`src/rtl/axil_mem_arbiter_pkg.sv`:
```
// Shared types for the AXI-Lite to single-port memory arbiter: FSM states,
// arbitration pointer and AXI response codes.
package axil_mem_arbiter_pkg;

   typedef enum logic [2:0] {
      ST_IDLE   = 3'd0,
      ST_MEM_RD = 3'd1,
      ST_MEM_WR = 3'd2,
      ST_R_RESP = 3'd3,
      ST_B_RESP = 3'd4
   } state_e;

   typedef enum logic {
      PRIO_READ  = 1'b0,
      PRIO_WRITE = 1'b1
   } prio_e;

   localparam logic [1:0] RESP_OKAY   = 2'b00;
   localparam logic [1:0] RESP_SLVERR = 2'b10;

   // The read side takes the bus when it is alone or when it holds the priority token.
   function automatic logic read_wins(input logic rd_pend, input logic wr_pend, input prio_e prio);
      return rd_pend && (!wr_pend || (prio == PRIO_READ));
   endfunction

endpackage

```
`src/rtl/axil_req_holder.sv`:
```
// One-entry valid/ready holding register. The ready output is registered so it
// is low during reset and follows the next-cycle full/enable state.
module axil_req_holder #(
   parameter int W = 32
) (
   input  logic         clk,
   input  logic         rstn,
   input  logic         in_valid,
   output logic         in_ready,
   input  logic [W-1:0] in_data,
   input  logic         en,
   input  logic         clr,
   output logic         full,
   output logic [W-1:0] data
);

   logic         full_q, full_d;
   logic         ready_q, ready_d;
   logic [W-1:0] data_q, data_d;

   // Capture on handshake, release on clear; both never coincide since ready implies empty.
   always_comb begin
      full_d = full_q;
      data_d = data_q;
      if (clr) begin
         full_d = 1'b0;
      end else if (in_valid && ready_q) begin
         full_d = 1'b1;
         data_d = in_data;
      end else begin
         full_d = full_q;
      end
      ready_d = en && !full_d;
   end

   always_ff @(posedge clk or negedge rstn) begin
      if (!rstn) begin
         full_q  <= 1'b0;
         ready_q <= 1'b0;
         data_q  <= {W{1'b0}};
      end else begin
         full_q  <= full_d;
         ready_q <= ready_d;
         data_q  <= data_d;
      end
   end

   assign in_ready = ready_q;
   assign full     = full_q;
   assign data     = data_q;

endmodule

```
`src/rtl/axil_mem_arbiter.sv`:
```
// Bridges independent AXI-Lite read/write channels onto one shared memory bus
// with round-robin arbitration, one outstanding access and a timeout abort.
module axil_mem_arbiter
   import axil_mem_arbiter_pkg::*;
#(
   parameter int ADDR_WIDTH     = 32,
   parameter int DATA_WIDTH     = 32,
   parameter int TIMEOUT_CYCLES = 1024
) (
   input  logic                    clk,
   input  logic                    rstn,
   input  logic                    AWvalid,
   output logic                    AWready,
   input  logic [ADDR_WIDTH-1:0]   AWdata,
   input  logic                    Wvalid,
   output logic                    Wready,
   input  logic [DATA_WIDTH-1:0]   Wdata,
   input  logic [DATA_WIDTH/8-1:0] Wstrb,
   output logic                    Bvalid,
   input  logic                    Bready,
   output logic [1:0]              Bresp,
   input  logic                    ARvalid,
   output logic                    ARready,
   input  logic [ADDR_WIDTH-1:0]   ARdata,
   output logic                    Rvalid,
   input  logic                    RReady,
   output logic [DATA_WIDTH-1:0]   Rdata,
   output logic [1:0]              Rresp,
   output logic                    mem_read,
   output logic                    mem_write,
   output logic [ADDR_WIDTH-1:0]   mem_address,
   output logic [DATA_WIDTH-1:0]   mem_write_data,
   output logic [DATA_WIDTH/8-1:0] mem_strb,
   input  logic [DATA_WIDTH-1:0]   mem_read_data,
   input  logic                    mem_response
);

   localparam int STRB_W = DATA_WIDTH / 8;
   localparam int CNT_W  = (TIMEOUT_CYCLES > 1) ? $clog2(TIMEOUT_CYCLES) : 1;
   localparam logic [CNT_W-1:0] CNT_TERM = (TIMEOUT_CYCLES > 1) ? CNT_W'(TIMEOUT_CYCLES - 1) : {CNT_W{1'b0}};
   localparam logic TIMEOUT_EN = (TIMEOUT_CYCLES != 0);

   state_e                   state_q, state_d;
   prio_e                    prio_q, prio_d;
   logic [CNT_W-1:0]         cnt_q, cnt_d;
   logic                     mem_read_q, mem_read_d, mem_write_q, mem_write_d;
   logic [ADDR_WIDTH-1:0]    mem_addr_q, mem_addr_d;
   logic [DATA_WIDTH-1:0]    mem_wdata_q, mem_wdata_d;
   logic [STRB_W-1:0]        mem_strb_q, mem_strb_d;
   logic                     rvalid_q, rvalid_d, bvalid_q, bvalid_d;
   logic [DATA_WIDTH-1:0]    rdata_q, rdata_d;
   logic [1:0]               rresp_q, rresp_d, bresp_q, bresp_d;

   logic                     aw_full, w_full, ar_full, rd_clr, wr_clr, ar_en;
   logic [ADDR_WIDTH-1:0]    aw_addr, ar_addr;
   logic [DATA_WIDTH+STRB_W-1:0] w_bus;
   logic                     rd_pend, wr_pend, timeout_hit;

   axil_req_holder #(.W(ADDR_WIDTH)) u_aw (
      .clk(clk), .rstn(rstn), .in_valid(AWvalid), .in_ready(AWready), .in_data(AWdata),
      .en(1'b1), .clr(wr_clr), .full(aw_full), .data(aw_addr));

   axil_req_holder #(.W(DATA_WIDTH + STRB_W)) u_w (
      .clk(clk), .rstn(rstn), .in_valid(Wvalid), .in_ready(Wready), .in_data({Wstrb, Wdata}),
      .en(1'b1), .clr(wr_clr), .full(w_full), .data(w_bus));

   // Reads are only accepted when the arbiter will be idle next cycle.
   axil_req_holder #(.W(ADDR_WIDTH)) u_ar (
      .clk(clk), .rstn(rstn), .in_valid(ARvalid), .in_ready(ARready), .in_data(ARdata),
      .en(ar_en), .clr(rd_clr), .full(ar_full), .data(ar_addr));

   assign ar_en       = (state_d == ST_IDLE);
   assign rd_pend     = ar_full;
   assign wr_pend     = aw_full && w_full;
   assign timeout_hit = TIMEOUT_EN && (cnt_q == CNT_TERM);

   // Next-state and registered-output computation; mem_response wins over a same-cycle timeout.
   always_comb begin
      state_d     = state_q;
      prio_d      = prio_q;
      cnt_d       = cnt_q;
      mem_read_d  = mem_read_q;
      mem_write_d = mem_write_q;
      mem_addr_d  = mem_addr_q;
      mem_wdata_d = mem_wdata_q;
      mem_strb_d  = mem_strb_q;
      rvalid_d    = rvalid_q;
      rdata_d     = rdata_q;
      rresp_d     = rresp_q;
      bvalid_d    = bvalid_q;
      bresp_d     = bresp_q;
      rd_clr      = 1'b0;
      wr_clr      = 1'b0;
      case (state_q)
         ST_IDLE: begin
            cnt_d = {CNT_W{1'b0}};
            if (read_wins(rd_pend, wr_pend, prio_q)) begin
               state_d    = ST_MEM_RD;
               mem_read_d = 1'b1;
               mem_addr_d = ar_addr;
               prio_d     = wr_pend ? PRIO_WRITE : prio_q;
            end else if (wr_pend) begin
               state_d     = ST_MEM_WR;
               mem_write_d = 1'b1;
               mem_addr_d  = aw_addr;
               mem_wdata_d = w_bus[DATA_WIDTH-1:0];
               mem_strb_d  = w_bus[DATA_WIDTH+STRB_W-1:DATA_WIDTH];
               prio_d      = rd_pend ? PRIO_READ : prio_q;
            end else begin
               state_d = ST_IDLE;
            end
         end
         ST_MEM_RD: begin
            if (mem_response || timeout_hit) begin
               state_d    = ST_R_RESP;
               mem_read_d = 1'b0;
               rvalid_d   = 1'b1;
               rd_clr     = 1'b1;
               rdata_d    = mem_response ? mem_read_data : {DATA_WIDTH{1'b0}};
               rresp_d    = mem_response ? RESP_OKAY : RESP_SLVERR;
            end else begin
               cnt_d = cnt_q + CNT_W'(1);
            end
         end
         ST_MEM_WR: begin
            if (mem_response || timeout_hit) begin
               state_d     = ST_B_RESP;
               mem_write_d = 1'b0;
               bvalid_d    = 1'b1;
               wr_clr      = 1'b1;
               bresp_d     = mem_response ? RESP_OKAY : RESP_SLVERR;
            end else begin
               cnt_d = cnt_q + CNT_W'(1);
            end
         end
         ST_R_RESP: begin
            if (RReady) begin
               rvalid_d = 1'b0;
               state_d  = ST_IDLE;
            end else begin
               state_d = ST_R_RESP;
            end
         end
         ST_B_RESP: begin
            if (Bready) begin
               bvalid_d = 1'b0;
               state_d  = ST_IDLE;
            end else begin
               state_d = ST_B_RESP;
            end
         end
         default: begin
            state_d = ST_IDLE;
         end
      endcase
   end

   // State, arbitration and output registers.
   always_ff @(posedge clk or negedge rstn) begin
      if (!rstn) begin
         state_q     <= ST_IDLE;
         prio_q      <= PRIO_READ;
         cnt_q       <= {CNT_W{1'b0}};
         mem_read_q  <= 1'b0;
         mem_write_q <= 1'b0;
         mem_addr_q  <= {ADDR_WIDTH{1'b0}};
         mem_wdata_q <= {DATA_WIDTH{1'b0}};
         mem_strb_q  <= {STRB_W{1'b0}};
         rvalid_q    <= 1'b0;
         rdata_q     <= {DATA_WIDTH{1'b0}};
         rresp_q     <= 2'b00;
         bvalid_q    <= 1'b0;
         bresp_q     <= 2'b00;
      end else begin
         state_q     <= state_d;
         prio_q      <= prio_d;
         cnt_q       <= cnt_d;
         mem_read_q  <= mem_read_d;
         mem_write_q <= mem_write_d;
         mem_addr_q  <= mem_addr_d;
         mem_wdata_q <= mem_wdata_d;
         mem_strb_q  <= mem_strb_d;
         rvalid_q    <= rvalid_d;
         rdata_q     <= rdata_d;
         rresp_q     <= rresp_d;
         bvalid_q    <= bvalid_d;
         bresp_q     <= bresp_d;
      end
   end

   assign mem_read       = mem_read_q;
   assign mem_write      = mem_write_q;
   assign mem_address    = mem_addr_q;
   assign mem_write_data = mem_wdata_q;
   assign mem_strb       = mem_strb_q;
   assign Rvalid         = rvalid_q;
   assign Rdata          = rdata_q;
   assign Rresp          = rresp_q;
   assign Bvalid         = bvalid_q;
   assign Bresp          = bresp_q;

endmodule

```
`config.mk`:
```
export PLATFORM = sky130hd
export DESIGN_NAME = axil_mem_arbiter
export DESIGN_NICKNAME = d
export VERILOG_FILES = /design/src/rtl/axil_mem_arbiter_pkg.sv /design/src/rtl/axil_req_holder.sv /design/src/rtl/axil_mem_arbiter.sv
export SDC_FILE = /design/constraint.sdc
export NUM_CORES = 1
export LEC_CHECK = 0
export ABC_AREA = 1
export CORE_ASPECT_RATIO = 1.25
export CORE_MARGIN = 4
export CORE_UTILIZATION = 62
export DETAILED_ROUTE_END_ITERATION = 8
export DONT_BUFFER_PORTS = 1
export GPL_TIMING_DRIVEN = 0
export PLACE_DENSITY_LB_ADDON = 0.08
export SLEW_MARGIN = 20
export SYNTH_ARGS = -nofsm -noshare
export SYNTH_HDL_FRONTEND = slang
export SYNTH_HIERARCHICAL = 1
export SYNTH_SLANG_ARGS = --single-unit
```
`constraint.sdc`:
```
create_clock -name clk -period 5.5 [get_ports clk]
set_input_delay 1.1 -clock clk [delete_from_list [all_inputs] [get_ports clk]]
set_output_delay 1.1 -clock clk [all_outputs]
set_load 0.01 [all_outputs]
```
==> impl_results.md, run 1 <==
* Status: completed
* Leak Pwr at 5.96 nW
* Sequential Power Share at between 40% and 50%
* Slowest stage cell, crit path: dfrtp_1
* Cts hold-fix bufs at 0
* Startpoint Class: flip-flop
* # nets final at roughly 1200
* Power Total at 6.87 mW
* Drt pass-1 iters at 5
* Max Slew Vio Count at 0
* Count leader, synth: nand2_1
* Post-synthesis mux area share at between 5 and 6%
* Largest net degree at the start of global routing at between 200 and 250
* Clk_lat worst skew at slightly above 0.5 ns
* Post-synth top area cell: dfrtp_1
* Top area cells in the synthesized netlist: dfrtp_1 56%, nand2_1 14%, nand4_1 6.3%, mux2_4 4.4%, inv_1 3.3%
* Total GRT Usage at 24.9%
* Crit path cell chain: ha_1 -> nand2_2 -> nor2_4 -> nand3_2 -> nand2_2 -> nand2_1 -> inv_1 -> inv_1 -> nand3_2 -> buf_2 -> nand2_1 -> nand2_1
* DRT antenna net count at 0
* Synth Cell Area at roughly 0.010 mm2
* Final WS setup at 3.32 ns
* Crit. Startpoint: cnt_q[0]
* Register bit count reported by yosys at between 200 and 250
* Initial antenna violation count at 0
* Worst-case clock buffer depth at 3
* Minimum clock period at 2.18 ns
* Final Hold Vio Count at 0
* Synth-to-layout area growth at 11.1%
* Share of the synthesized area in the top cell type at 55.7%
* Clock-pin slew of the registers on the worst-case setup and hold paths at ~0.06 ns
* Worst path arrival time at roughly 2.6 ns
* Placed insts at roughly 1300
* Total gr overflow at 0
* First-pass GRT wire length at 36900 um
* R2R Path Start: cnt_q[0]
* CP Class: flip-flop to flip-flop
* Synth Area in XOR/XNOR at less than 1%
* Post-synthesis sequential area ratio at a little under three fifths
* Die area at ~0.018 mm2
* I/O pin total at ~250
* Critical path capture point type: flip-flop
* DR iter-0 viols at ~400
* Synth Instances at 1079
* Reg2Reg Setup Slack at ~3.3 ns
* GPL Wtd Cong at 0.843
* FFs w/ async S/R, synth at 100%
* Clk sinks at approximately 230
* Unrepaired setup endpoints after global routing: false
* Clk_skew at around 0.011 ns
* Top_reg_cell synth: dfrtp_1
* Initial Util at a little over three fifths
* Crit path max fanout at 10
* Final instance area at 0.0113 mm2
* Max_cap viols at 0
* Number of global-route vias before repair at ~7300
* Power Dens Cells at a little over 600 mW/mm2
* PortBufs at 0
* Post-Layout Cell Count at between 1000 and 1500
* P_int at around 4.4 mW
* Most instantiated cells after synthesis: 380 x nand2_1, 226 x dfrtp_1, 103 x nand4_1
* CP max stage delay at between 0.4 and 0.5 ns
* Top cell by count, worst path: nand2_1
* Synth Area in Adders at less than 1%
* Post-route DRC violation count at 0
* Setup repair bufs after CTS at 0
* Setup TNS at 0 ns
* Combinational share of power at a little under a third
* H-tree Lvls at 1
* Largest family of logic cells by synthesized area: simple AND/OR/NAND/NOR gates
* Post-DP HPWL at 16200 um
* Clock tree from TritonCTS: yes
* Sw power at about 2.5 mW
* Setup WS pre-CTS at a little over 3 ns
* Compound-Gate Fraction of Synth Area at around 2.5%
* Reg2Reg Depth at 12
* Fin crit share at roughly two fifths
* Diodes inserted at 0
* Post-Synthesis Mean Instance Area at between 9 and 10 um2
* Reg-to-Reg End: u_w/data[7]
* Clock power frac at 24.7%
* Worst hold path class: input pin to async pin
* Req. time, crit path at 5.94 ns
* CTS Buf Count at 24
* Synth warn at 6
* Die W at between 100 and 150 um
* PostCTS Resize Cnt at 0
* Drt total wl at 23100 um
* Final setup vio count at 0
* Rows at 52
* Sw Share at about 37%
* Placed cell areas at 0.0104 mm2
* Routed vias at between 7000 and 8000
* CP Capture Point: u_w/data[7]
* Die Y-Extent at about 150 um
* Core ar. at between 0.015 and 0.02 mm2
* Post-synth EDFFs at 0
* Count of different cell masters after synthesis at 31
* Max Fclk at 0.458 GHz
* Clk Tree Root Cell: clkbuf_16
* Routed length per instance at ~17 um
* Core Util, Final at between 60 and 70%
* Vias per inst at 5.38
* Layout cell share with drive strength beyond 1 at between 10% and 20%
* Maximum vdd drop at roughly 0.37 mV
* Simple-Gate Fraction of Synth Area at 27.2%
* Hold WS at about 0.29 ns
==> sequential cells by signal (all words and copies together) (netlist names) <==
signal and count:
u_aw/in_ready 1, mem_read 1, u_ar/data 32, Rresp 1, Bvalid 1, mem_address 32, u_aw/data 32, prio_q 1
u_aw/full 1, Bresp 1, state_q 3, u_w/data 36, Rdata 32, u_ar/full 1, u_ar/in_ready 1, Rvalid 1
u_w/in_ready 1, mem_write 1, u_w/full 1, mem_strb 4, mem_write_data 32, cnt_q 10
==> power groups by stage <==
stage                     clock [mW]  sequential, mW  combinational (mW)
after CTS                       1.73            3.07                2.13
after floorplan                    0            2.92                1.71
after detailed placement           0            3.08                2.12
after global routing            1.79            3.16                2.41
after global placement             0            3.07                2.05
final                           1.70            3.06                2.11
==> critical path, delay by kind of cell (launching register included) <==
| family | cells | cell delay, ns |
|---|---|---|
| AND/OR/NAND/NOR | 8 | 0.92 |
| buffers and inverters | 3 | 0.55 |
| flip-flops | 1 | 0.42 |
| adder cells (fa/ha/maj) | 1 | 0.21 |
==> placed cells by master (no fill, tap or decap), types with 3 or more instances in the layout <==
| cell | instances |
|---|---|
| nand3_4 | 3 |
| clkbuf_16 | 25 |
| mux2_4 | 30 |
| bufinv_16 | 3 |
| nand2_1 | 380 |
| nand3_2 | 3 |
| nand3b_1 | 33 |
| o21ai_0 | 31 |
| inv_2 | 7 |
| nor2_1 | 50 |
| nand3_1 | 13 |
| clkbuf_1 | 5 |
| buf_6 | 22 |
| nand2_2 | 7 |
| inv_1 | 89 |
| mux2_2 | 6 |
| nand4_1 | 103 |
| clkbuf_8 | 6 |
| a21oi_1 | 8 |
| buf_2 | 18 |
| conb_1 | 4 |
| o21ai_1 | 6 |
| buf_4 | 28 |
| clkinv_2 | 4 |
| dfrtp_1 | 226 |
==> routing by layer <==
metal	vias up	part of all wire, %	GRT usage (%)
li1	3530	-	-
met1	3398	38	29.8
met2	242	49	42.1
met3	42	9.9	8.78
met4	0	2.9	8.01
met5	-	0	0
==> area by class of cell <==
| cell class | instances | area [um2] |
|---|---|---|
| buffer | 68 | 548 |
| clock buffer | 36 | 727 |
| clock inverter | 8 | 118 |
| fill | 1286 | 4860 |
| inverter | 96 | 360 |
| multi-input combinational | 691 | 3590 |
| sequential | 226 | 5660 |
| tap | 216 | 270 |
==> worst min-delay path by stage <==
stage / cells after the start / end / slack, ns / start
2_1_floorplan: 2 / u_w/data[3] / 0.44 / u_w/data[3]
3_3_place_gp: 2 / u_w/data[6] / 0.45 / u_w/data[6]
3_5_place_dp: 2 / u_w/data[3] / 0.46 / u_w/data[3]
4_1_cts: 0 / cnt_q[1] / 0.27 / rstn
5_1_grt: 0 / u_aw/data[26] / 0.27 / rstn
6_report: 0 / mem_address[27] / 0.29 / rstn
==> kinds of logic (layout without fill, tap and decap cells) <==
logic type	Yosys count	in the layout
AND/OR/NAND/NOR	599	599
multiplexers	37	37
other	2	4
flip-flops	226	226
adder cells (fa/ha/maj)	1	1
buffers and inverters	164	208
XOR/XNOR	3	3
AO/OA/AOI/OAI	47	47
Power figures use the tool's default switching activity.
==> run 2: changes to the inputs <==
==> constraint.sdc (replaced) <==
create_clock -name clk -period 2.3 [get_ports clk]
set_input_delay 0.46 -clock clk [delete_from_list [all_inputs] [get_ports clk]]
set_output_delay 0.46 -clock clk [all_outputs]
set_load 0.01 [all_outputs]
==> run 2 against run 1 <==
Compared with the run above:
- the flow now finishes with violations (hold timing)
- register-to-register slack got worse by 3.1 ns
- via count about the same
- sequential cell count unchanged
- clock skew about the same
- first-iteration DRC count decreased by 1.5%
- worst setup slack got worse by 3.1 ns
- final cell count unchanged
- sequential share of layout area about the same
- critical endpoint unchanged
- highest routed layer unchanged
==> impl_results.md, run 2 (synthesis gave the netlist of run 1 again) <==
* Core ar. at 0.0161 mm2 (unchanged)
* Post-route DRC violation count at 0 (unchanged)
* Maximum vdd drop at 0.882 mV (was 0.369 mV)
* Diodes inserted at 0 (unchanged)
* Die W at 122 um (unchanged)
* Failing checks: hold timing
* DRT antenna net count at 0 (unchanged)
* Routed vias at 7214 (was 7212)
* CTS Buf Count at 24 (unchanged)
* H-tree Lvls at 1 (unchanged)
* Clk Tree Root Cell: clkbuf_16 (unchanged)
* Vias per inst at 5.38 (about the same)
* Final-layout fill cell count at 1285 (was 1286)
* Power Dens Cells at 1460 mW/mm2 (was 610 mW/mm2)
* Req. time, crit path at 2.69 ns (was 5.94 ns)
* Largest net degree at the start of global routing at 227 (unchanged)
* Fin crit share at 90.4% (was 39.7%)
* Combinational share of power at 30.8% (was 30.7%)
* Routed length per instance at 17.2 um (about the same)
* PortBufs at 0 (unchanged)
* Post-DP HPWL at 16200 um (unchanged)
* Final instance area at 0.0113 mm2 (about the same)
* Die area at 0.0185 mm2 (unchanged)
* Sw Share at 36.5% (about the same)
* Setup TNS at 0 ns (unchanged)
* Startpoint Class: flip-flop (unchanged)
* Clk sinks at 226 (unchanged)
* Hold WS at -0.352 ns (was 0.287 ns)
* Die Y-Extent at 151 um (unchanged)
* Clock tree from TritonCTS: yes (unchanged)
* # nets final at 1248 (unchanged)
* Number of global-route vias before repair at 7309 (unchanged)
* Worst hold path class: input pin to async pin (unchanged)
* Minimum clock period at 2.08 ns (was 2.18 ns)
* P_int at 10.4 mW (was 4.36 mW)
* Initial antenna violation count at 0 (unchanged)
* Clock-pin slew of the registers on the worst-case setup and hold paths at 0.06 ns (about the same)
* Drt pass-1 iters at 5 (unchanged)
* Crit path max fanout at 10 (unchanged)
* Initial Util at 62.9% (unchanged)
* Most frequent cells in the layout: 380 x nand2_1, 225 x dfrtp_1, 103 x nand4_1 (was 380 x nand2_1, 226 x dfrtp_1, 103 x nand4_1)
* Layout cell share with drive strength beyond 1 at 15.3% (was 15.1%)
* Largest register FFs at 36 (unchanged)
* Total gr overflow at 0 (unchanged)
* DR iter-0 viols at 383 (was 389)
* Sequential Power Share at 44.6% (about the same)
* Reg2Reg Depth at 12 (unchanged)
* Worst path arrival time at 2.47 ns (was 2.62 ns)
* Leak Pwr at 5.97 nW (was 5.96 nW)
* Final Hold Vio Count at 226 (was 0)
* Max_cap viols at 0 (unchanged)
* GPL Wtd Cong at 0.843 (unchanged)
* I/O pin total at 251 (unchanged)
* Unrepaired setup endpoints after global routing: false (unchanged)
* Placed cell areas at 0.0104 mm2 (unchanged)
* Commonest non-fill, non-tap cell in the layout: nand2_1 (unchanged)
* Clock power frac at 24.7% (about the same)
* Worst-case clock buffer depth at 3 (unchanged)
* Total GRT Usage at 24.9% (unchanged)
* CP Class: flip-flop to flip-flop (unchanged)
* Rows at 52 (unchanged)
* Final setup vio count at 0 (unchanged)
* Clk_skew at 0.0109 ns (was 0.0111 ns)
* Max Fclk at 0.481 GHz (was 0.458 GHz)
* Critical path capture point type: flip-flop (unchanged)
* Status: complete, but fails checks (was completed)
* Synth-to-layout area growth at 11.1% (about the same)
* Clk_lat worst skew at 0.51 ns (about the same)
* First-pass GRT wire length at 36900 um (unchanged)
* Sw power at 6.00 mW (was 2.51 mW)
* Max Slew Vio Count at 0 (unchanged)
* Drt total wl at 23100 um (about the same)
-- run 2: final timing paths --
check | from | to | slack [ns]
max in group asynchronous | rstn | u_w/data[28] | 2.36
hold reg to reg | u_aw/data[23] | u_aw/data[23] | 0.47
setup reg to reg | cnt_q[0] | u_w/data[7] | 0.22
min in group clk | mem_response | Bresp[1] | 0.05
setup / recovery | cnt_q[0] | u_w/data[7] | 0.22
hold / removal | rstn | mem_address[27] | -0.35
-- run 2: critical path, stage by stage, from the launching register on --
cell and delay, ns:
dfrtp_2 0.43, ha_1 0.23, nand2_2 0.11, nor2_4 0.06
nand3_2 0.10, nand2_2 0.08, nand2_1 0.19, inv_2 0.10
inv_1 0.10, nand3_2 0.17, clkbuf_4 0.25, nand2_1 0.09
nand2_1 0.05
-- run 2: through the flow --
step / total power [mW] / util (%) / setup WS, ns / cells
2_1_floorplan: 11.1 / - / 0.465 / 1081
4_1_cts: 16.6 / 69.9 / 0.0830 / 1341
6_report: 16.4 / 69.9 / 0.222 / 1341
5_1_grt: 17.6 / 69.9 / 0.0408 / 1341
3_3_place_gp: 12.2 / 64.6 / 0.153 / 1297
3_5_place_dp: 12.4 / 64.6 / 0.125 / 1297
-- run 2: cell type report --
type                       count  area [um2]  share of cell area [%]
multi-input combinational    691        3590                    31.9
inverter                      96         360                    3.19
sequential                   226        5660                    50.1
buffer                        68         556                    4.92
clock buffer                  36         727                    6.44
tap                          216         270                    2.40
clock inverter                 8         118                    1.04
-- run 2: repair_timing --
item | 4_1_cts | 5_1_grt
endpoints found under the setup margin | 0 | 31
buffers inserted | 0 | 0
endpoints found under the hold margin | 226 | 226
gates resized for setup | 0 | 5
-- run 2: layer usage --
metal  vias to the layer above  wire length [um]  global-route usage, %
met5                         -                 0                      0
met4                         0               669                   8.01
met3                        42              2340                   8.78
met2                       253             11300                   42.1
met1                      3389              8780                   29.8
li1                       3530                 -                      -
-- run 2: power by group through the flow --
stage | sequential [mW] | clock [mW] | combinational [mW]
floorplan | 6.99 | 0 | 4.10
detailed placement | 7.37 | 0 | 5.07
global route | 7.55 | 4.29 | 5.76
global placement | 7.33 | 0 | 4.91
finish | 7.33 | 4.05 | 5.06
CTS | 7.35 | 4.13 | 5.10
==> run 3: changes to the inputs <==
--- a/config.mk
+++ b/config.mk
@@ -8,7 +8,7 @@
 export ABC_AREA = 1
 export CORE_ASPECT_RATIO = 1.25
 export CORE_MARGIN = 4
-export CORE_UTILIZATION = 62
+export CORE_UTILIZATION = 25
 export DETAILED_ROUTE_END_ITERATION = 8
 export DONT_BUFFER_PORTS = 1
 export GPL_TIMING_DRIVEN = 0
==> run 3 against run 2 <==
Compared with the run above:
- the run still ends with hold timing left
- combinational power increased by 4.2%
- die area increased by 140%
- global-route usage decreased by 11 points
- routed wire length increased by 32%
- via count increased by 1.8%
- hold slack got worse by 0.035 ns
- total power increased by 3.5%
- critical path type unchanged
==> impl_results.md, run 3 (synthesis gave the netlist of run 1 again) <==
* Initial Util at 25.3% (was 62.9%)
* Slew HR at a little over half
* Placed cell areas at 0.0108 mm2 (was 0.0104 mm2)
* Minimum clock period at 2.10 ns (was 2.08 ns)
* Post-route DRC violation count at 0 (unchanged)
* Worst hold path class: input pin to async pin (unchanged)
* Clk sinks at 226 (unchanged)
* Largest register FFs at 36 (unchanged)
* Die area at 0.0439 mm2 (was 0.0185 mm2)
* Total gr overflow at 0 (unchanged)
* # nets final at 1284 (was 1248)
* Power Dens Cells at 1410 mW/mm2 (was 1460 mW/mm2)
* Status: complete, but fails checks (unchanged)
* Crit path max fanout at 10 (unchanged)
* Post-DP HPWL at 21100 um (was 16200 um)
* I/O pin total at 251 (unchanged)
* PortBufs at 0 (unchanged)
* Most frequent cells in the layout: 379 x nand2_1, 226 x dfrtp_1, 103 x nand4_1 (was 380 x nand2_1, 225 x dfrtp_1, 103 x nand4_1)
* Vias per inst at 4.31 (was 5.38)
* Drt total wl at 30400 um (was 23100 um)
* Synth-to-layout area growth at 18.7% (was 11.1%)
* Clk_skew at 0.0105 ns (was 0.0109 ns)
* Worst-Margin Slew at 0.693 ns
* Unrepaired setup endpoints after global routing: false (unchanged)
* Crit path cell chain: ha_1 -> nand2_2 -> nor2_4 -> nand3_2 -> nand2_2 -> nand2_2 -> inv_4 -> inv_1 -> buf_4 -> buf_6 -> nand4_1 -> nand2_1 (was ha_1 -> nand2_2 -> nor2_4 -> nand3_2 -> nand2_2 -> nand2_1 -> inv_2 -> inv_1 -> nand3_2 -> clkbuf_4 -> nand2_1 -> nand2_1)
* Failing checks: hold timing (unchanged)
* Layout cell share with drive strength beyond 1 at 14.8% (was 15.3%)
* Initial antenna violation count at 0 (unchanged)
* Max_cap viols at 0 (unchanged)
* Clock tree from TritonCTS: yes (unchanged)
* H-tree Lvls at 1 (unchanged)
* Drt pass-1 iters at 4 (was 5)
* Die Y-Extent at 233 um (was 151 um)
* CP Class: flip-flop to flip-flop (unchanged)
* Cts hold-fix bufs at 31
* Core ar. at 0.0401 mm2 (was 0.0161 mm2)
* CP max stage delay at 0.43 ns (about the same)
* Largest net degree at the start of global routing at 227 (unchanged)
* Setup repair bufs after CTS at 0 (unchanged)
* Rows at 82 (was 52)
* Worst path arrival time at 2.54 ns (was 2.47 ns)
* Maximum vdd drop at 0.542 mV (was 0.882 mV)
* Worst Path Buf+Inv at 4 (was 3)
* Power Total at 17.0 mW (was 16.4 mW)
* Routed vias at 7342 (was 7214)
* Commonest non-fill, non-tap cell in the layout: nand2_1 (unchanged)
* Clk_lat worst skew at 0.55 ns (was 0.51 ns)
* Diodes inserted at 0 (unchanged)
* Max Slew Vio Count at 0 (unchanged)
* Number of global-route vias before repair at 7651 (was 7309)
* Setup WS pre-CTS at -0.140 ns (was 0.125 ns)
* Leak Pwr at 6.12 nW (was 5.97 nW)
* Final-layout fill cell count at 4316 (was 1285)
* Hold WS at -0.387 ns (was -0.352 ns)
* Top cell by count, worst path: nand2_2 (was nand2_1)
* Startpoint Class: flip-flop (unchanged)
* Top Family by Delay on Critical Path: simple AND/OR/NAND/NOR gates (unchanged)
* Fin crit share at 91.5% (was 90.4%)
* Max Fclk at 0.475 GHz (was 0.481 GHz)
* Final Hold Vio Count at 226 (unchanged)
* CTS Buf Count at 29 (was 24)
* Clock-pin slew of the registers on the worst-case setup and hold paths at 0.06 ns (about the same)
* Final WS setup at 0.196 ns (was 0.222 ns)
* Req. time, crit path at 2.74 ns (was 2.69 ns)
* Clk Tree Root Cell: clkbuf_16 (unchanged)
* Final setup vio count at 0 (unchanged)
* Worst-case clock buffer depth at 3 (unchanged)
* Final instance area at 0.0121 mm2 (was 0.0113 mm2)
* Total GRT Usage at 13.7% (was 24.9%)
* Slowest stage cell, crit path: dfrtp_1 (was dfrtp_2)
* DR iter-0 viols at 436 (was 383)
* DRT antenna net count at 0 (unchanged)
* Critical path capture point type: flip-flop (unchanged)
* First-pass GRT wire length at 47400 um (was 36900 um)
* Routed length per instance at 17.8 um (was 17.2 um)
* GPL Wtd Cong at 0.744 (was 0.843)
* Die W at 188 um (was 122 um)
[run 3: layout make-up]
class | instances | area (um2) | share of cell area [%]
buffer | 68 | 556 | 4.61
clock buffer | 42 | 815 | 6.76
clock inverter | 5 | 75.1 | 0.623
inverter | 96 | 363 | 3.01
multi-input combinational | 691 | 3600 | 29.8
sequential | 226 | 5660 | 46.9
tap | 546 | 683 | 5.67
timing repair buffer | 31 | 310 | 2.57
[run 3: what timing repair did]
item | CTS | global route
gates resized for setup | 4 | 2
endpoints found under the hold margin | 257 | 226
gates cloned | 0 | 0
endpoints found under the setup margin | 46 | 59
[run 3: path summary, 6_finish.rpt]
path / start / to / slack [ns] / depth (start not counted)
worst min register to register: u_w/data[3] / u_w/data[3] / 0.47 / 2
worst max register to register: cnt_q[0] / u_w/data[1] / 0.20 / 12
max in group asynchronous: rstn / mem_address[12] / 2.10 / 0
worst min-delay path: rstn / u_ar/data[31] / -0.39 / 0
worst max-delay path: cnt_q[0] / u_w/data[1] / 0.20 / 12
min in group clk: mem_read_data[19] / Rdata[19] / 0.04 / 2
[run 3: routing by layer]
layer | vias to the layer above | routed length [um] | global-route usage [%]
li1 | 3599 | - | -
met5 | - | 0 | 0
met1 | 3514 | 12700 | 16.9
met3 | 32 | 2460 | 4.57
met4 | 0 | 572 | 3.46
met2 | 197 | 14700 | 23.0
[run 3: metrics by stage]
step	hold slack [ns]	setup TNS (ns)	utilization, %	instances
2_1_floorplan	0.164	0	-	1081
3_3_place_gp	0.172	-3.70	27.0	1627
3_5_place_dp	0.177	-3.51	27.0	1627
4_1_cts	-0.429	0	30.0	1705
5_1_grt	-0.435	0	30.0	1705
6_report	-0.387	0	30.0	1705
[run 3: power by group]
group / leakage (nW) / internal, mW / total, mW / switching (mW)
sequential: 2.84 / 5.74 / 7.35 / 1.60
combinational: 2.84 / 2.22 / 5.27 / 3.06
clock: 0.437 / 2.64 / 4.39 / 1.76
total: 6.12 / 10.6 / 17.0 / 6.42
